## src/rtl/booth_pkg.sv

```systemverilog
// booth_pkg: shared FSM states and Booth recoding encodings for booth_mult_param
package booth_pkg;
  typedef enum logic [1:0] {IDLE, CALC, DONE} state_e;
  typedef enum logic [2:0] {R4_ZERO, R4_POS1, R4_POS2, R4_NEG1, R4_NEG2} r4_sel_e;
  localparam logic [1:0] R2_ADD = 2'b01;
  localparam logic [1:0] R2_SUB = 2'b10;
endpackage

```

## src/rtl/booth_r4_recoder.sv

```systemverilog
// booth_r4_recoder: maps a {Q1,Q0,Q[-1]} group to its modified-Booth partial-product select
module booth_r4_recoder
  import booth_pkg::*;
(
  input  logic [2:0] grp,
  output r4_sel_e    sel
);
  assign sel = (grp == 3'b001 || grp == 3'b010) ? R4_POS1 :
               (grp == 3'b011)                  ? R4_POS2 :
               (grp == 3'b100)                  ? R4_NEG2 :
               (grp == 3'b101 || grp == 3'b110) ? R4_NEG1 : R4_ZERO;
endmodule

```

## src/rtl/booth_mult_param.sv

```systemverilog
// booth_mult_param: sequential signed Booth multiplier, radix-2 or radix-4, start/busy/done handshake
module booth_mult_param
  import booth_pkg::*;
#(
  parameter int WIDTH = 8,
  parameter int RADIX4 = 0,
  localparam int CNT_W = $clog2(WIDTH + 1)
) (
  input  logic               clk,
  input  logic               reset,
  input  logic               start,
  input  logic [WIDTH-1:0]   input1,
  input  logic [WIDTH-1:0]   input2,
  output logic [2*WIDTH-1:0] result,
  output logic [CNT_W-1:0]   count,
  output logic               busy,
  output logic               done
);
  localparam int N  = RADIX4 != 0 ? WIDTH / 2 : WIDTH;
  localparam int SH = RADIX4 != 0 ? 2 : 1;
  // Extra accumulator headroom keeps -M of the most negative operand and +-2M exact
  localparam int AW = RADIX4 != 0 ? WIDTH + 2 : WIDTH + 1;
  localparam int TW = AW + WIDTH + 1;
  state_e            state, state_nx;
  r4_sel_e           r4_sel;
  logic [WIDTH-1:0]  m, q;
  logic [AW-1:0]     a, m_ext, m2, addend, sum;
  logic              q_1;
  logic [TW-1:0]     shifted;
  if (RADIX4 != 0) begin : g_r4
    booth_r4_recoder u_rec (.grp({q[1], q[0], q_1}), .sel(r4_sel));
  end else begin : g_r2
    assign r4_sel = R4_ZERO;
  end
  assign m_ext = {{(AW-WIDTH){m[WIDTH-1]}}, m};
  assign m2 = m_ext << 1;
  assign addend = (RADIX4 != 0) ?
      (r4_sel == R4_POS1 ? m_ext : r4_sel == R4_POS2 ? m2 :
       r4_sel == R4_NEG1 ? -m_ext : r4_sel == R4_NEG2 ? -m2 : '0) :
      ({q[0], q_1} == R2_ADD ? m_ext : {q[0], q_1} == R2_SUB ? -m_ext : '0);
  assign sum = a + addend;
  assign shifted = $signed({sum, q, q_1}) >>> SH;
  always_comb begin
    state_nx = state == IDLE ? (start ? CALC : IDLE) :
               state == CALC ? (count == CNT_W'(N - 1) ? DONE : CALC) : IDLE;
    busy = state != IDLE;
    done = state == DONE;
  end
  always_ff @(posedge clk or negedge reset) begin
    if (!reset) begin
      state  <= IDLE;
      m      <= '0;
      q      <= '0;
      a      <= '0;
      q_1    <= 1'b0;
      count  <= '0;
      result <= '0;
    end else begin
      state <= state_nx;
      if (state == IDLE && start) begin
        m     <= input1;
        q     <= input2;
        a     <= '0;
        q_1   <= 1'b0;
        count <= '0;
      end else if (state == CALC) begin
        a     <= shifted[TW-1 -: AW];
        q     <= shifted[WIDTH:1];
        q_1   <= shifted[0];
        count <= count + CNT_W'(1);
        // Final iteration: capture the product so it is valid throughout DONE
        if (count == CNT_W'(N - 1)) result <= shifted[2*WIDTH:1];
      end
    end
  end
endmodule

```

## config.mk

```make
export PLATFORM = sky130hd
export DESIGN_NAME = booth_mult_param
export DESIGN_NICKNAME = d
export VERILOG_FILES = /design/src/rtl/booth_pkg.sv /design/src/rtl/booth_r4_recoder.sv /design/src/rtl/booth_mult_param.sv
export SDC_FILE = /design/constraint.sdc
export NUM_CORES = 1
export LEC_CHECK = 0
export BUFFER_PORTS_ARGS = -buffer_cell sky130_fd_sc_hd__buf_4
export CAP_MARGIN = 20
export CELL_PAD_IN_SITES_DETAIL_PLACEMENT = 1
export CELL_PAD_IN_SITES_GLOBAL_PLACEMENT = 1
export CORE_UTILIZATION = 38
export DETAILED_ROUTE_END_ITERATION = 10
export MAX_ROUTING_LAYER = met4
export PLACE_DENSITY_LB_ADDON = 0.1
export SLEW_MARGIN = 10
export SYNTH_ARGS = -nofsm -noshare
export SYNTH_HDL_FRONTEND = slang
export SYNTH_SLANG_ARGS = --single-unit
```

## constraint.sdc

```tcl
create_clock -name clk -period 2.7 [get_ports clk]
set_clock_uncertainty 0.15 [all_clocks]
set_input_delay 0.54 -clock clk [delete_from_list [all_inputs] [get_ports clk]]
set_output_delay 0.54 -clock clk [all_outputs]
set_load 0.005 [all_outputs]
```

==> impl_metrics.csv <==
group,metric,value,unit
worst_setup_path,crit_path_max_incr_delay,0.41,ns
clocking,cts_buffer_depth,2,
pwr,powerDensity,1400,nW/µm²
global_route,grt_util_all_layers,0.215,
worst_setup_path,cpMostUsedCell,"or3_4",
timing,hold_viol_final,0,
global_route,grt_pass1_vias,2175,
pwr,peakVddDrop,0.000586,V
placement,gp_congestion,0.797,
floorplan,die_x,81.1,µm
worst_setup_path,reg2reg_slack,-0.13,ns
worst_setup_path,worstPathRequired,2.77,ns
clocking,htree_levels,2,
timing,rsz0062_at_grt,"yes",
global_route,antenna_found_initial,0,
timing,maxSlewHeadroom,0.520,
timing,slew_violations,0,
final_layout,drive_above_1_share,0.288,
synth,postSynthCellCount,268,
timing,setup_slack,-0.127,ns
synth,netlist_area,2380,µm²
timing,finalSetupViolCount,4,
synth,syn_area_per_cell,8.88,µm²
synth,synth_seq_area_share,0.494,
placement,hpwlAfterDp,4230,µm
outcome,status,"complete, but fails checks",
global_route,grt_first_pass_wirelength,10300,µm
clocking,cts_tree,"yes",
final_layout,antennaDiodeCount,0,
worst_setup_path,cp_max_fo,5,
route,via_per_inst,5.27,
worst_setup_path,crit_end,"a[7]",
placement,place_ws,-0.268,ns
clocking,root_buffer,"clkbuf_8",
global_route,grt_max_degree,48,
floorplan,io-pin-count,41,
clocking,cts.sinks,47,
timing,fmax,0.354,GHz
worst_setup_path,crit_type,"register to register",
route,vias,2135,
final_layout,layout.nets,361,
placement,port_buffers,40,
placement,dpl-instance-area,2900,µm²
route,drc,0,
pwr,seqPwrFrac,0.301,
route,first_pass_iters,3,
floorplan,dieArea,6580,µm²
synth,synth-edff-count,0,
route,routed_wl,6260,µm
synth,yosys.area.top_type_share,0.494,
worst_setup_path,setup.worst_path.end_class,"register",
clocking,clk_pin_slew,0.09,ns
route,wire_per_inst,15.5,µm
worst_setup_path,cpMaxStageDelayCell,"dfrtp_1",
clocking,hold_buffers,0,
clocking,numCtsBuffers,5,
final_layout,final_area,3180,µm²
timing,period_minus_slack,2.83,ns
route,ant_nets,0,
synth,synth_area_leader_cell,"dfrtp_1",
floorplan,start_util,0.397,
synth,synthTopCellsByCount,"nand2_1, dfrtp_1, o21ai_0, o21ai_1",
floorplan,fp.dieH,81.1,µm
synth,postSynth.asyncResetShare,1.00,
synth,synthDistinctLibCells,34,
worst_setup_path,worstPathArrival,2.90,ns
floorplan,fp.coreArea,5990,µm²
synth,yosys_warnings,0,
worst_setup_path,r2r-start,"m[1]",
job,cap_violations,0,
final_layout,area.growth.synth_to_final,33.6,%
pwr,p_sw_frac,0.416,
global_route,overflow,0,
synth,yosys_register_bits,47,
worst_setup_path,crit_chain,"or3_4, or3_4, o31ai_2, nand2_1, ha_4, and4_1, a211oi_2, xnor3_1, o21ai_1",
synth,ys.flop_type,"dfrtp_1",
worst_setup_path,startpoint,"m[1]",
outcome,violations,"setup timing",
synth,yosysMostFrequentCell,"nand2_1",
timing,period_share,1.05,
clocking,insertion_delay,0.30,ns
route,drtIter0Drc,84,
pwr,p_clk_frac,0.116,
pwr,p_int,0.00260,W
pwr,pwr-share-comb,0.583,
min_path,hp-class,"input port to async pin",
synth,netlist_top_cells_area,"dfrtp_1, nand2_1, ha_1",
worst_setup_path,ff2ff_path_depth,9,
floorplan,num_rows,28,
pwr,p_switching,0.00185,W
timing,tightest_slew,0.720,ns
synth,syn_nets,299,
worst_setup_path,timing.rr.end,"a[7]",
pwr,power.leakage,1.55,nW
worst_setup_path,startpoint_type,"register",
[sequential cells by signal, summed over array words and instances (netlist names)]
| register | count |
|---|---|
| a | 8 |
| result | 16 |
| q_1 | 1 |
| state | 2 |
| m | 8 |
| count | 4 |
| q | 8 |
[critical path: cells and delay by family (launching register included)]
| family | cells | cell delay (ns) |
|---|---|---|
| AND/OR/NAND/NOR | 4 | 1.08 |
| flip-flops | 1 | 0.41 |
| adder cells (fa/ha/maj) | 1 | 0.24 |
| AO/OA/AOI/OAI | 3 | 0.57 |
| XOR/XNOR | 1 | 0.28 |
[per-stage QoR]
stage	std cells	util	total power (W)	TNS (ns)	hold slack, ns
6_report	405	0.530	0.00445	-0.293	0.0929
5_1_grt	405	0.530	0.00482	-1.39	0.145
3_3_place_gp	393	0.485	0.00346	-0.438	0.312
4_1_cts	404	0.518	0.00431	-0.455	0.119
2_1_floorplan	268	-	0.00263	0	0.0944
3_5_place_dp	393	0.485	0.00356	-1.13	0.316
[timing repair]
action / CTS / global route
resized for setup: 23 / 13
pin swaps: 7 / 8
buffers inserted: 4 / 1
endpoints found under the setup margin: 6 / 10
[final cells by class]
| cell class | count | area [µm²] |
|---|---|---|
| well taps | 75 | 93.8 |
| inverters | 8 | 30.0 |
| repair buffers | 65 | 492 |
| flip-flops and latches | 47 | 1180 |
| multi-input cells | 203 | 1280 |
| fillers | 684 | 2810 |
| clock buffers | 6 | 72.6 |
| clock inverters | 1 | 30.0 |
[worst min-delay path by stage]
| stage | start | to | cells past startpoint |
|---|---|---|---|
| 2_1_floorplan | reset | a[0] | 0 |
| 3_3_place_gp | result[4] | result[4] | 2 |
| 3_5_place_dp | result[3] | result[3] | 2 |
| 4_1_cts | reset | result[1] | 1 |
| 5_1_grt | reset | result[1] | 1 |
| 6_report | reset | result[3] | 1 |
[metal layers]
| metal | global-route usage | share of wire |
|---|---|---|
| met1 | 0.252 | 0.44 |
| met2 | 0.376 | 0.52 |
| met3 | 0.0382 | 0.022 |
| met4 | 0.0607 | 0.015 |
| met5 | - | 0 |
[cell usage in the layout, fill, tap and decap left out, types with 5 or more instances in the layout]
cell	instances
inv_1	5
nor2_1	6
o21ai_1	21
o21ai_0	13
nand3_1	11
ha_1	8
buf_4	64
nand2_1	85
clkbuf_8	5
a22oi_1	8
dfrtp_1	47
[cells by family after synthesis]
kind of cell | Yosys count | synth area share
DFF | 47 | 0.494
and+or+nand+nor | 119 | 0.214
xor gates and xnor gates | 7 | 0.0316
buffers and inverters | 18 | 0.0284
adders and majority gates | 12 | 0.0663
AOI/OAI and AO/OA | 65 | 0.165
[power by group through the flow]
stage               combinational [W]  sequential, W  clock [W]
global route                  0.00288        0.00139   0.000549
detailed placement            0.00223        0.00133          0
floorplan                     0.00135        0.00128          0
CTS                           0.00246        0.00133   0.000523
global placement              0.00215        0.00132          0
finish                        0.00259        0.00134   0.000514
Note: power is estimated with default switching activity, not from simulation.
